--- src/rtl/insight_pkg.sv ---
// Shared types for the per-hart Insight counter consumers.
//   insight_evt_sel_t : event selection word from the hart counter interface
//   insight_evt_inc_t : per-cycle event increment, 0..3
//   INSIGHT_HALF_W    : width of one software-visible counter half
package insight_pkg;
  localparam int INSIGHT_HALF_W = 32;
  typedef logic [31:0] insight_evt_sel_t;
  typedef logic [1:0]  insight_evt_inc_t;
endpackage

--- src/rtl/insight_evt_stage.sv ---
// Stage-1 register for Insight event consumers: registers the increment and
// flags a blank for the cycle in which the event selection changes.
// Ports:
//   clock, reset_n : clock, async active-low reset
//   evt_sel        : current event selection
//   evt_inc        : increment this cycle
//   inc_q          : registered increment
//   blank_q        : registered increment must be discarded (selection changed)
module insight_evt_stage
  import insight_pkg::*;
(
  input  logic             clock,
  input  logic             reset_n,
  input  insight_evt_sel_t evt_sel,
  input  insight_evt_inc_t evt_inc,
  output insight_evt_inc_t inc_q,
  output logic             blank_q
);

  insight_evt_sel_t sel_q;

  // sel_q resets to 0, so a nonzero selection on the first edge after reset
  // is treated as a change and blanked.
  always_ff @(posedge clock or negedge reset_n) begin
    if (!reset_n) begin
      inc_q   <= '0;
      sel_q   <= '0;
      blank_q <= 1'b0;
    end else begin
      inc_q   <= evt_inc;
      sel_q   <= evt_sel;
      blank_q <= (evt_sel != sel_q);
    end
  end

endmodule

--- src/rtl/insight_event_accumulator.sv ---
// Per-hart performance-event accumulator. Accumulates 0..3 events per cycle
// into a CNT_W-bit counter (CNT_W in 33..64), with 32-bit half writes,
// tear-free split reads through a high-half snapshot, and overflow reporting.
// Ports:
//   clock, reset_n    : clock, async active-low reset
//   evt_sel, evt_inc  : event selection and per-cycle increment
//   enable            : counting enable (0 freezes the counter)
//   wr_en/wr_hi/wr_data : half write; write wins over a same-cycle increment
//   rd_req/rd_hi      : read request; low read also snapshots the high half
//   rd_valid/rd_data  : registered read response
//   ovf, ovf_pulse    : sticky overflow flag and one-cycle wrap pulse
//   ovf_clr           : clears ovf (a same-cycle wrap wins)
module insight_event_accumulator
  import insight_pkg::*;
#(
  parameter int CNT_W = 64
) (
  input  logic                      clock,
  input  logic                      reset_n,
  input  insight_evt_sel_t          evt_sel,
  input  insight_evt_inc_t          evt_inc,
  input  logic                      enable,
  input  logic                      wr_en,
  input  logic                      wr_hi,
  input  logic [INSIGHT_HALF_W-1:0] wr_data,
  input  logic                      rd_req,
  input  logic                      rd_hi,
  output logic                      rd_valid,
  output logic [INSIGHT_HALF_W-1:0] rd_data,
  output logic                      ovf,
  output logic                      ovf_pulse,
  input  logic                      ovf_clr
);

  localparam int HI_W = CNT_W - INSIGHT_HALF_W;

  insight_evt_inc_t          inc_q;
  logic                      blank_q;
  logic [CNT_W-1:0]          cnt;
  logic [HI_W-1:0]           shadow_hi;
  logic [CNT_W:0]            sum;
  logic                      do_inc;
  logic                      carry;
  logic [INSIGHT_HALF_W-1:0] hi_ext;

  insight_evt_stage u_stage (
    .clock   (clock),
    .reset_n (reset_n),
    .evt_sel (evt_sel),
    .evt_inc (evt_inc),
    .inc_q   (inc_q),
    .blank_q (blank_q)
  );

  // One extra bit on the adder; its MSB is the wrap indicator.
  always_comb begin
    do_inc = enable && !blank_q && !wr_en;
    sum    = {1'b0, cnt} + {{(CNT_W-1){1'b0}}, inc_q};
    carry  = do_inc && sum[CNT_W];
    hi_ext = '0;
    hi_ext[HI_W-1:0] = shadow_hi;
  end

  always_ff @(posedge clock or negedge reset_n) begin
    if (!reset_n) begin
      cnt <= '0;
    end else if (wr_en) begin
      if (wr_hi) cnt[CNT_W-1:INSIGHT_HALF_W] <= wr_data[HI_W-1:0];
      else       cnt[INSIGHT_HALF_W-1:0]     <= wr_data;
    end else if (do_inc) begin
      cnt <= sum[CNT_W-1:0];
    end
  end

  // Reads sample the pre-update counter; the low read freezes the high half
  // so a following high read pairs with it even if the counter carried.
  always_ff @(posedge clock or negedge reset_n) begin
    if (!reset_n) begin
      rd_valid  <= 1'b0;
      rd_data   <= '0;
      shadow_hi <= '0;
    end else begin
      rd_valid <= rd_req;
      if (rd_req) begin
        if (rd_hi) begin
          rd_data <= hi_ext;
        end else begin
          rd_data   <= cnt[INSIGHT_HALF_W-1:0];
          shadow_hi <= cnt[CNT_W-1:INSIGHT_HALF_W];
        end
      end
    end
  end

  always_ff @(posedge clock or negedge reset_n) begin
    if (!reset_n) begin
      ovf       <= 1'b0;
      ovf_pulse <= 1'b0;
    end else begin
      ovf_pulse <= carry;
      if (carry)        ovf <= 1'b1;
      else if (ovf_clr) ovf <= 1'b0;
    end
  end

endmodule

--- config.mk ---
export PLATFORM = sky130hd
export DESIGN_NAME = insight_event_accumulator
export DESIGN_NICKNAME = d
export VERILOG_FILES = /design/src/rtl/insight_pkg.sv /design/src/rtl/insight_evt_stage.sv /design/src/rtl/insight_event_accumulator.sv
export SDC_FILE = /design/constraint.sdc
export NUM_CORES = 1
export LEC_CHECK = 0
export BUFFER_PORTS_ARGS = -buffer_cell sky130_fd_sc_hd__buf_2
export CORE_ASPECT_RATIO = 1.1
export CORE_UTILIZATION = 58
export DETAILED_ROUTE_END_ITERATION = 10
export PLACE_DENSITY = 0.8
export SYNTH_ARGS = -nofsm -noshare
export SYNTH_HDL_FRONTEND = slang
export SYNTH_HIERARCHICAL = 1
export SYNTH_SLANG_ARGS = --single-unit
export TNS_END_PERCENT = 50
--- constraint.sdc ---
create_clock -name clock -period 3.1 [get_ports clock]
set_clock_uncertainty 0.15 [all_clocks]
set_input_delay 0.31 -clock clock [delete_from_list [all_inputs] [get_ports clock]]
set_output_delay 0.31 -clock clock [all_outputs]
set_load 0.01 [all_outputs]
* Yosys cells after proc, flatten, opt, wreduce, memory -nomap -nowiden *
Cells that the tools add are included.

storage, ports and cells
  bits in registers = 166

cells by class
  $add $sub $neg = 1
  eq/ne operators = 3
  multiplexer cells = 7
  bitwise operators = 1
  reduce and logical (&&, ||, !) cells = 10

operator list
  cell                                                              count
  64-bit 2-to-1 mux                                                 2
  32-bit 2-to-1 mux                                                 3
  64-bit by 2-bit adder with 65-bit output                          1
  32-bit != test                                                    1
  2-bit AND reduction                                               3
  2-bit nonzero test                                                2
  1-bit logical AND                                                 3
  1-bit logical NOT                                                 2
  1-bit 2-to-1 mux                                                  2
  2-bit by 1-bit != test with 1-bit output (second input constant)  1
  2-bit != test (second input constant)                             1
  1-bit inverter                                                    1

* Logic depth before layout (Yosys ltp) *
Gate-level depths: netlist (run 1).

  depth in word-level cells = 5
  depth in mapped cells = 10
  depth with buffers taken out = 8

* Cells and area by module *
Netlist (run 1), hierarchy kept.

by module, submodules not included
  module                     instances  cells each  area each (µm²)  seq. area each (µm²)
  insight_event_accumulator  1          775         7138.1           3278.1
  insight_evt_stage          1          78          1222.4           875.8

* Least setup slack after synthesis (run 1) *
No wires, ideal clock.

  path type = register to register
  start point = register cnt[0]
  end point = register cnt[58]
  library setup time = 138 ps
  data arrival time = 2265 ps
  data required time = 2812 ps
  setup slack = 547 ps
  stages on the path, launching flop included = 10
  path buffers = 1
  clock period less this slack = 2553 ps
  cells stage by stage = dfrtp_1 ha_1 inv_1 fa_1 nor3_1 clkbuf_1 nand2_1 nor4_2 xnor2_1 o221ai_1

between the ends
  cells in the longest elaborated chain, start to end = 3

ends and longest elaborated chain
  what                                      line                             RTL
  start: declaration                        insight_event_accumulator.sv:39  logic [CNT_W-1:0] cnt;
  start signal: indexed assignment          insight_event_accumulator.sv:68  if (wr_hi) cnt[CNT_W-1:INSIGHT_HALF_W] <= wr_data[HI_W-1:0];
  start signal: indexed assignment          insight_event_accumulator.sv:69  else cnt[INSIGHT_HALF_W-1:0] <= wr_data;
  start signal: assignment                  insight_event_accumulator.sv:71  cnt <= sum[CNT_W-1:0];
  64-bit by 2-bit adder with 65-bit output  insight_event_accumulator.sv:58  sum = {1'b0, cnt} + {{(CNT_W-1){1'b0}}, inc_q};
  64-bit 2-to-1 mux                         insight_event_accumulator.sv:70  end else if (do_inc) begin
  64-bit 2-to-1 mux                         insight_event_accumulator.sv:67  end else if (wr_en) begin

No other way between the ends. The select of a mux whose other input is x is not followed.
A chain may end at the register's enable or synchronous reset.

* Worst setup path in the final report (run 1) *
  start point = register cnt[0]
  end point = register cnt[52]

Same word-level chain as after synthesis.

==> impl_metrics.json, run 1 <==
{
  "clock_path_buffers": 2,
  "fp.coreArea_um2": 13960,
  "syn-num-nets": 930,
  "synth.most_common_cell": "dfrtp_1",
  "initial_core_util_pct": 59.87,
  "numCtsBuffers": 17,
  "setup_violations": 0,
  "power.internal_mw": 4.381,
  "vias_per_cell": 6.318,
  "clock_sinks": 166,
  "tritoncts": "yes",
  "cap_violations": 0,
  "p_switching_mw": 1.738,
  "critPathRequiredTime_ns": 3.31,
  "swShare_pct": 28.41,
  "p_total_mw": 6.120,
  "post_cts_buffers": 0,
  "synthCells": 853,
  "fin_crit_ns": 2.744,
  "grtUsageTotal_pct": 34.98,
  "drc_errors": 0,
  "p_seq_share_pct": 45.9,
  "grt.overflow.total": 0,
  "p_leak_nw": 4.218,
  "synth_ff_type": "dfrtp_1",
  "grt_use_met3_pct": 6.430,
  "cts.clk_slew.worst_paths_ns": 0.07,
  "seq_area_um2": 4154,
  "firstDrtPassIters": 5,
  "drt-total-wl_mm": 24.59,
  "p_per_area_nw_per_um2": 602.4,
  "clock.fmax_mhz": 364.5,
  "tightestPinTransition_ns": 0.7116,
  "hold_path_class": "input pin to register",
  "die_w_um": 116.5,
  "synth-seq-area-share_pct": 49.69,
  "num-fill-cells": 1044,
  "syn_avg_cell_area_um2": 9.801,
  "worst-setup-path-type": "register to register",
  "drt_iter0_markers": 714,
  "async_reset_ff_share_pct": 100.0,
  "vias": 7550,
  "htree_num_levels": 4,
  "post_drt_wl_per_cell_um": 20.58,
  "placementRows": 45,
  "end_kind": "register",
  "reg2reg_slack_ns": 0.36,
  "area_delta_synth_final_pct": 21.51,
  "final_nets": 1072,
  "ios": 109,
  "grtUsageMet1_pct": 45.60,
  "grt_max_degree": 75,
  "maxSlewViolCount": 0,
  "cts_resized": 0,
  "hold_buffers": 40,
  "io_buffer_count": 108,
  "cts_root_buf": "clkbuf_16",
  "grt-busiest-layer": "met2",
  "ant_nets": 0,
  "die_h_um": 127.9,
  "final_layout_size_suffix_gt1_share_pct": 21.45,
  "synth.largest_area_cell": "dfrtp_1",
  "rsz0062_at_grt": "false",
  "hold_viol": 0,
  "multi_input_comb_area_um2": 3882,
  "cp-start-kind": "register",
  "die-area_um2": 14900,
  "synth_edf_count": 0,
  "p_comb_share_pct": 16.7,
  "gp_congestion": 0.9606,
  "grt_pass1_vias": 7374,
  "synthesis.area_um2": 8361,
  "dpl.hpwl_mm": 16.19,
  "finalCritPeriodShare_pct": 88.50,
  "worstPathArrival_ns": 2.95,
  "status": "complete, no violations",
  "antenna_cells": 0,
  "crit_fanout": 11,
  "synth_area_leaders": "dfrtp_1, a21oi_1, mux2i_1, mux2_2, xnor2_1",
  "clk_latency_ns": 0.43,
  "power_frac_clock_pct": 37.4,
  "grt_pass1_wl_mm": 38.70,
  "synth_top_area_share_pct": 49.69,
  "synth_commonest_cells": "dfrtp_1, a21oi_1, nor2_1",
  "yosysWarningCount": 6,
  "yosysUniqueCellTypes": 65,
  "tns_ns": 0,
  "grt_antenna_before_repair": 0,
  "use_met2_pct": 55.27,
  "ir_drop_uv": 395.2,
  "synth-seq-cells": 166,
  "slew_headroom_pct": 52.56
}
[final cells by class]
cell class / count / share of cell area, %
timing repair buffer: 179 / 11.74
tap: 188 / 2.316
sequential: 166 / 40.89
clock inverter: 11 / 1.687
inverter: 15 / 0.5543
clock buffer: 20 / 4.594
multi-input combinational: 616 / 38.22
[power groups by stage]
stage / Combinational, mW / Clock (mW) / Sequential, mW
floorplan: 0.599 / 0 / 2.78
global placement: 0.935 / 0 / 2.82
detailed placement: 0.965 / 0 / 2.84
CTS: 1.01 / 2.30 / 2.80
global route: 1.13 / 2.38 / 2.85
finish: 1.02 / 2.29 / 2.81
[cell usage in the layout (no fill, tap or decap), types with 15 or more instances in the layout]
cell,netlist,routed
dfrtp_1,166,166
buf_2,2,107
a21oi_1,92,91
nor2_1,67,67
nand2_1,66,66
o21ai_0,48,48
dlygate4sd3_1,0,40
mux2i_1,37,37
nand3_1,35,35
xnor2_1,34,34
buf_4,0,30
mux2_2,29,29
nand4_1,23,23
nor3_1,22,22
clkbuf_16,0,17
nor4_1,16,16
o31ai_1,15,15
[critical path: stages, from the launching register on]
cell and delay, ns:
dfrtp_1 0.37, ha_1 0.17, inv_1 0.06, fa_1 0.48
nor3_1 0.22, buf_4 0.22, and3_1 0.30, nand3_1 0.19
or3_1 0.37, a21oi_1 0.13
[worst paths after layout]
| kind | startpoint | endpoint | cells past startpoint |
|---|---|---|---|
| min | wr_data[27] | cnt[59] | 3 |
| max | cnt[0] | cnt[52] | 9 |
| max reg2reg | cnt[0] | cnt[52] | 9 |
| min reg2reg | hi_ext[21] | hi_ext[21] | 2 |
| max in group asynchronous | reset_n | u_stage/sel_q[10] | 3 |
| min in group asynchronous | reset_n | cnt[46] | 2 |
[logic make-up after synthesis]
kind of cell,count (synthesis),share of synthesized area (%)
AND/OR/NAND/NOR,294,18.42
adder cells (fa/ha/maj),3,0.5387
flip-flops,166,49.69
AO/OA/AOI/OAI,218,15.43
XOR/XNOR,35,3.667
multiplexers,66,8.336
buffers and inverters,71,3.921
[stage by stage]
step | setup slack (ns) | area, um2 | hold WS, ns | cells | utilization [%]
2_1_floorplan | 0.5471 | 8361 | -0.1356 | 853 | -
3_3_place_gp | 0.5125 | 9120 | 0.2260 | 1124 | 65.31
3_5_place_dp | 0.4381 | 9120 | 0.2269 | 1124 | 65.31
4_1_cts | 0.3923 | 10160 | 0.01506 | 1195 | 72.75
5_1_grt | 0.1455 | 10160 | 0.05421 | 1195 | 72.75
6_report | 0.3564 | 10160 | 0.03273 | 1195 | 72.75
[metal layers]
layer	vias to the layer above	routed length [um]	part of all wire, %
met3	96	2032	8.3
met4	0	1063	4.3
met2	423	11510	47
li1	3377	-	-
met5	-	0	0
met1	3654	9989	41
[registers in the layout, summed over array words and instances, names as in the netlist]
signal,count
cnt,64
hi_ext,32
ovf,1
ovf_pulse,1
rd_data,32
rd_valid,1
u_stage/blank_q,1
u_stage/inc_q,2
u_stage/sel_q,32
No activity file was read; power rests on OpenSTA's default activity.
==> run 2, diff against run 1 <==
GPL_TIMING_DRIVEN = 0   (was not set)
SKIP_CTS_REPAIR_TIMING = 1   (was not set)
==> run 2 against run 1 <==
The run now ends with negative hold slack left. Register-to-register slack got worse by 0.30 ns. Critical path depth unchanged. Wire length increased by 16%. Largest power group unchanged. Sequential power about the same. Setup slack got worse by 0.30 ns. Final cell count increased by 1.7%. Cell area decreased by 0.34%. Sequential cell count unchanged. Utilization decreased by 0.25 points. Hold slack got worse by 0.064 ns. Maximum frequency decreased by 9.8%. Combinational power increased by 5%.
==> impl_metrics.json, run 2 (same netlist as run 1, synthesis figures left out) <==
{
  "grt_pass1_wl_mm": 40.96,
  "end_kind": "register",
  "die-area_um2": 14900,
  "clock_path_buffers": 2,
  "drc_errors": 0,
  "final_cell_mix": "dfrtp_1, buf_2, a21oi_1, nor2_1, nand2_1",
  "grt_pass1_vias": 7366,
  "worstPathArrival_ns": 3.24,
  "grtUsageTotal_pct": 38.04,
  "cts.clk_slew.worst_paths_ns": 0.06,
  "grt.overflow.total": 0,
  "antenna_cells": 0,
  "vias": 7822,
  "violations": "negative hold slack",
  "firstDrtPassIters": 5,
  "layout.cells.non_filler": 1215,
  "status": "finished, violations left",
  "drt_iter0_markers": 878,
  "ir_drop_uv": 385.4,
  "p_leak_nw": 4.171,
  "cts_root_buf": "clkbuf_16",
  "drt-total-wl_mm": 28.45,
  "tightestPinTransition_ns": 0.9227,
  "initial_core_util_pct": 59.87,
  "clk_latency_ns": 0.44,
  "worst-setup-path-type": "register to register",
  "ant_nets": 0,
  "place_inst": 1147,
  "cap_violations": 0,
  "maxSlewViolCount": 0,
  "critPathRequiredTime_ns": 3.30,
  "fin_util_pct": 72.50,
  "hold_ws_ns": -0.03153,
  "grt_antenna_before_repair": 0,
  "hold_viol": 2,
  "largest_register_ffs": 64,
  "final_layout_size_suffix_gt1_share_pct": 19.47,
  "p_total_mw": 5.794,
  "fin_crit_ns": 3.041,
  "p_per_area_nw_per_um2": 572.4,
  "clock.fmax_mhz": 328.8,
  "die_w_um": 116.5,
  "fp.coreArea_um2": 13960,
  "final_nets": 1093,
  "post_drt_wl_per_cell_um": 23.42,
  "clock_sinks": 166,
  "mostFrequentLayoutCell": "dfrtp_1",
  "gp_congestion": 0.9585,
  "tritoncts": "yes",
  "grt_max_degree": 107,
  "setup_slack_ns": 0.05879,
  "top_register": "cnt",
  "slew_headroom_pct": 38.22,
  "vias_per_cell": 6.438,
  "numCtsBuffers": 17,
  "die_h_um": 127.9,
  "dpl.hpwl_mm": 18.82,
  "crit_fanout": 10,
  "htree_num_levels": 4,
  "preCtsSetupSlack_ns": -0.3922,
  "io_buffer_count": 105,
  "placementRows": 45,
  "setup_violations": 0,
  "finalCritPeriodShare_pct": 98.10,
  "cp-start-kind": "register",
  "hold_path_class": "input pin to register",
  "ios": 109,
  "area_delta_synth_final_pct": 21.09
}
run 2: cell types whose count changed in the layout (fill, tap and decap cells not counted), sizes merged:
cell          change
clkinvlp          +1
inv               -2
dlygate4sd3       -1
bufinv            -4
clkbuf           +44
dlymetal6s2s      +1
buf              -22
clkinv            +3
run 2: layout make-up:
type	instances	area (um2)
Buffer	55	274.0
Clock inverter	9	56.30
Inverter	15	56.30
Sequential cell	166	4154
Tap cell	188	235.2
Fill cell	1078	3840
Clock buffer	21	460.4
Multi-Input combinational cell	616	3934
Timing Repair Buffer	145	953.4
run 2: per-stage QoR:
| stage | cell area [um2] | setup TNS [ns] |
|---|---|---|
| finish | 10120 | 0 |
| global route | 10120 | -0.02520 |
| CTS | 9676 | -3.365 |
| detailed placement | 9159 | -4.003 |
| global placement | 9121 | -158.17 |
| floorplan | 8361 | 0 |
run 2: path summary, 6_finish.rpt:
check | slack, ns | to | from | cells past startpoint
worst min-delay path | -0.03 | cnt[38] | wr_data[6] | 3
worst max register to register | 0.06 | ovf | cnt[0] | 9
worst min register to register | 0.34 | hi_ext[12] | hi_ext[12] | 2
max in group asynchronous | 1.66 | u_stage/sel_q[29] | reset_n | 3
worst max-delay path | 0.06 | ovf | cnt[0] | 9
min in group asynchronous | 0.25 | cnt[0] | reset_n | 2
run 2: critical path, stage by stage, from the launching register on:
cell      delay, ns
dfrtp_1        0.40
ha_1           0.26
inv_1          0.07
fa_1           0.47
nor3_2         0.27
clkbuf_4       0.29
nand2_2        0.21
nor4_2         0.31
nand4b_1       0.29
o22ai_1        0.23
run 2: power breakdown:
| group | leakage (nW) | switching [mW] | internal [mW] |
|---|---|---|---|
| Combinational | 1.99 | 0.599 | 0.475 |
| Sequential | 1.93 | 0.307 | 2.50 |
| Clock | 0.250 | 0.866 | 1.05 |
run 2: metal layers:
metal	GRT usage, %	part of all wire [%]	vias to the layer above
met5	0	0	-
met4	22.02	5.5	0
met3	9.598	10	112
met2	56.42	45	479
met1	50.57	39	3795
li1	-	-	3436
==> run 3, diff against run 2 <==
ABC_AREA = 1   (was not set)
CORE_UTILIZATION = 59   (was 58)
PLACE_DENSITY = 0.81   (was 0.8)
==> run 3 against run 2 <==
The flow now finishes without violations. Sequential share of layout area down 3.7 points. Synthesized area up 11%. Sequential cell count unchanged. Setup slack better by 0.28 ns. Combinational power up 18%. First-iteration DRC count up 26%. Synthesized cell count up 53%. Clock power up 19%. Total power up 9.8%. Wire length up 18%. Largest cell class is now multi-input gates.
==> impl_metrics.json, run 3 <==
{
  "yosysUniqueCellTypes": 35,
  "grt.overflow.total": 0,
  "swShare_pct": 33.30,
  "clock.fmax_mhz": 362.8,
  "antenna_cells": 0,
  "fp.coreArea_um2": 15230,
  "drc_errors": 0,
  "clock_path_buffers": 2,
  "syn_avg_cell_area_um2": 7.116,
  "die-area_um2": 16280,
  "tritoncts": "yes",
  "grt_pass1_vias": 9095,
  "drt_iter0_markers": 1107,
  "final_nets": 1548,
  "p_seq_share_pct": 44.2,
  "power_frac_clock_pct": 36.0,
  "hold_path_class": "input pin to register",
  "synth-seq-cells": 166,
  "largest_register_ffs": 64,
  "synthCells": 1308,
  "dpl-instance-area_um2": 10120,
  "ant_nets": 0,
  "post_drt_wl_per_cell_um": 20.01,
  "r2r_start": "cnt[0]",
  "cts.clk_slew.worst_paths_ns": 0.07,
  "final_layout_size_suffix_gt1_share_pct": 14.22,
  "die_h_um": 133.7,
  "rsz0062_at_grt": "false",
  "r2r-end": "cnt[42]",
  "preCtsSetupSlack_ns": 0.4126,
  "p_per_area_nw_per_um2": 572.3,
  "p_switching_mw": 2.118,
  "initial_core_util_pct": 61.11,
  "synth_commonest_cells": "nand2_1, nor2_1, dfrtp_1",
  "async_reset_ff_share_pct": 100.0,
  "synth_top_area_share_pct": 44.63,
  "crit_fanout": 6,
  "tns_ns": 0,
  "gp_congestion": 1.019,
  "worstPathArrival_ns": 2.94,
  "mostFrequentLayoutCell": "nand2_1",
  "ios": 109,
  "grt_use_met3_pct": 7.320,
  "slew_headroom_pct": 39.64,
  "yosysWarningCount": 6,
  "firstDrtPassIters": 6,
  "cts_root_buf": "clkbuf_16",
  "p_leak_nw": 5.219,
  "syn-num-nets": 1385,
  "grt_pass1_wl_mm": 49.27,
  "final_cell_mix": "nand2_1, nor2_1, dfrtp_1, buf_2, inv_1",
  "fin_crit_ns": 2.756,
  "power.internal_mw": 4.242,
  "clock_sinks": 166,
  "synth_ff_type": "dfrtp_1",
  "cap_violations": 0,
  "vias": 9727,
  "grtUsageMet1_pct": 53.03,
  "hold_end": "cnt[13]",
  "maxSlewViolCount": 0,
  "htree_num_levels": 4,
  "clk_latency_ns": 0.44,
  "r2r_cells": 13,
  "end_kind": "register",
  "synth-seq-area-share_pct": 44.63,
  "setup_violations": 0,
  "synth_edf_count": 0,
  "synthesis.area_um2": 9308,
  "num-fill-cells": 1194,
  "numCtsBuffers": 17,
  "min-delay-start": "wr_data[13]",
  "finalCritPeriodShare_pct": 88.91,
  "drt-total-wl_mm": 33.62,
  "p_total_mw": 6.360,
  "dpl.hpwl_mm": 24.94,
  "synth.largest_area_cell": "dfrtp_1",
  "setup_slack_ns": 0.3437,
  "area_delta_synth_final_pct": 19.40,
  "placementRows": 47,
  "hold_viol": 0,
  "synth.most_common_cell": "nand2_1",
  "use_met2_pct": 65.47,
  "die_w_um": 121.8,
  "p_comb_share_pct": 19.8,
  "hold_depth": 3,
  "grt-busiest-layer": "met2",
  "grt_antenna_before_repair": 0,
  "grt_max_degree": 87,
  "hold_ws_ns": 0.01120,
  "ir_drop_uv": 387.0,
  "vias_per_cell": 5.790,
  "critPathRequiredTime_ns": 3.29,
  "cp-start-kind": "register",
  "grtUsageTotal_pct": 41.37,
  "worst-setup-path-type": "register to register",
  "io_buffer_count": 106,
  "status": "complete, no violations",
  "synth_area_leaders": "dfrtp_1, nand2_1, nor2_1, inv_1, o21ai_0",
  "top_register": "cnt",
  "fin_area_um2": 11110,
  "tightestPinTransition_ns": 0.9054,
  "reg2reg_slack_ns": 0.34
}
-- run 3: layer usage --
layer | wire (um) | part of all wire (%) | vias to the layer above
met5 | 0 | 0 | -
met4 | 2013 | 6.0 | 0
met3 | 3172 | 9.4 | 137
met2 | 15370 | 46 | 584
met1 | 13060 | 39 | 4536
li1 | - | - | 4470
-- run 3: kinds of logic (layout without fill, tap and decap cells) --
family | count (synthesis) | after routing | share of synthesized area [%]
AOI/OAI and AO/OA | 197 | 197 | 11.47
xor gates and xnor gates | 37 | 37 | 3.482
adders and majority gates | 3 | 3 | 0.4839
buffers and inverters | 158 | 334 | 6.694
DFF | 166 | 166 | 44.63
muxes | 1 | 1 | 0.1210
and+or+nand+nor | 746 | 746 | 33.12
-- run 3: cell type report --
class | instances | area (um2) | share of cell area, %
Clock buffer | 19 | 452.9 | 4.076
Multi-Input combinational cell | 984 | 4531 | 40.77
Tap cell | 196 | 245.2 | 2.207
Inverter | 116 | 435.4 | 3.918
Clock inverter | 13 | 168.9 | 1.520
Sequential cell | 166 | 4154 | 37.38
Timing Repair Buffer | 144 | 938.4 | 8.444
Buffer | 42 | 187.7 | 1.689
-- run 3: critical path, stage by stage (launching register included) --
cell and delay [ns]:
dfrtp_1 0.45, ha_1 0.25, inv_1 0.07, fa_1 0.50
nor2_4 0.28, nand2_2 0.13, nor2_2 0.15, nand2_1 0.13
nor2_2 0.20, nand2_1 0.07, nand2_1 0.08, nand2_1 0.06
o21ai_1 0.08, inv_1 0.05
-- run 3: metrics by stage --
stage	cells	util (%)
global route	1680	72.96
finish	1680	72.96
floorplan	1308	-
CTS	1643	70.53
global placement	1610	66.20
detailed placement	1611	66.45
-- run 3: worst max path at each step --
stage	startpoint	endpoint	slack, ns	depth (start not counted)
global route	cnt[0]	cnt[42]	0.28	13
global placement	reset_n	hi_ext[28]	-0.96	1
CTS	cnt[0]	cnt[42]	0.40	13
finish	cnt[0]	cnt[42]	0.34	13
detailed placement	cnt[0]	cnt[42]	0.41	13
floorplan	cnt[0]	cnt[42]	1.02	13
-- run 3: power groups by stage --
| stage | logic, mW | clock network (mW) | registers (mW) |
|---|---|---|---|
| 2_1_floorplan | 0.736 | 0 | 2.75 |
| 3_3_place_gp | 1.15 | 0 | 2.81 |
| 3_5_place_dp | 1.19 | 0 | 2.82 |
| 4_1_cts | 1.20 | 2.29 | 2.79 |
| 5_1_grt | 1.39 | 2.35 | 2.84 |
| 6_report | 1.26 | 2.29 | 2.81 |
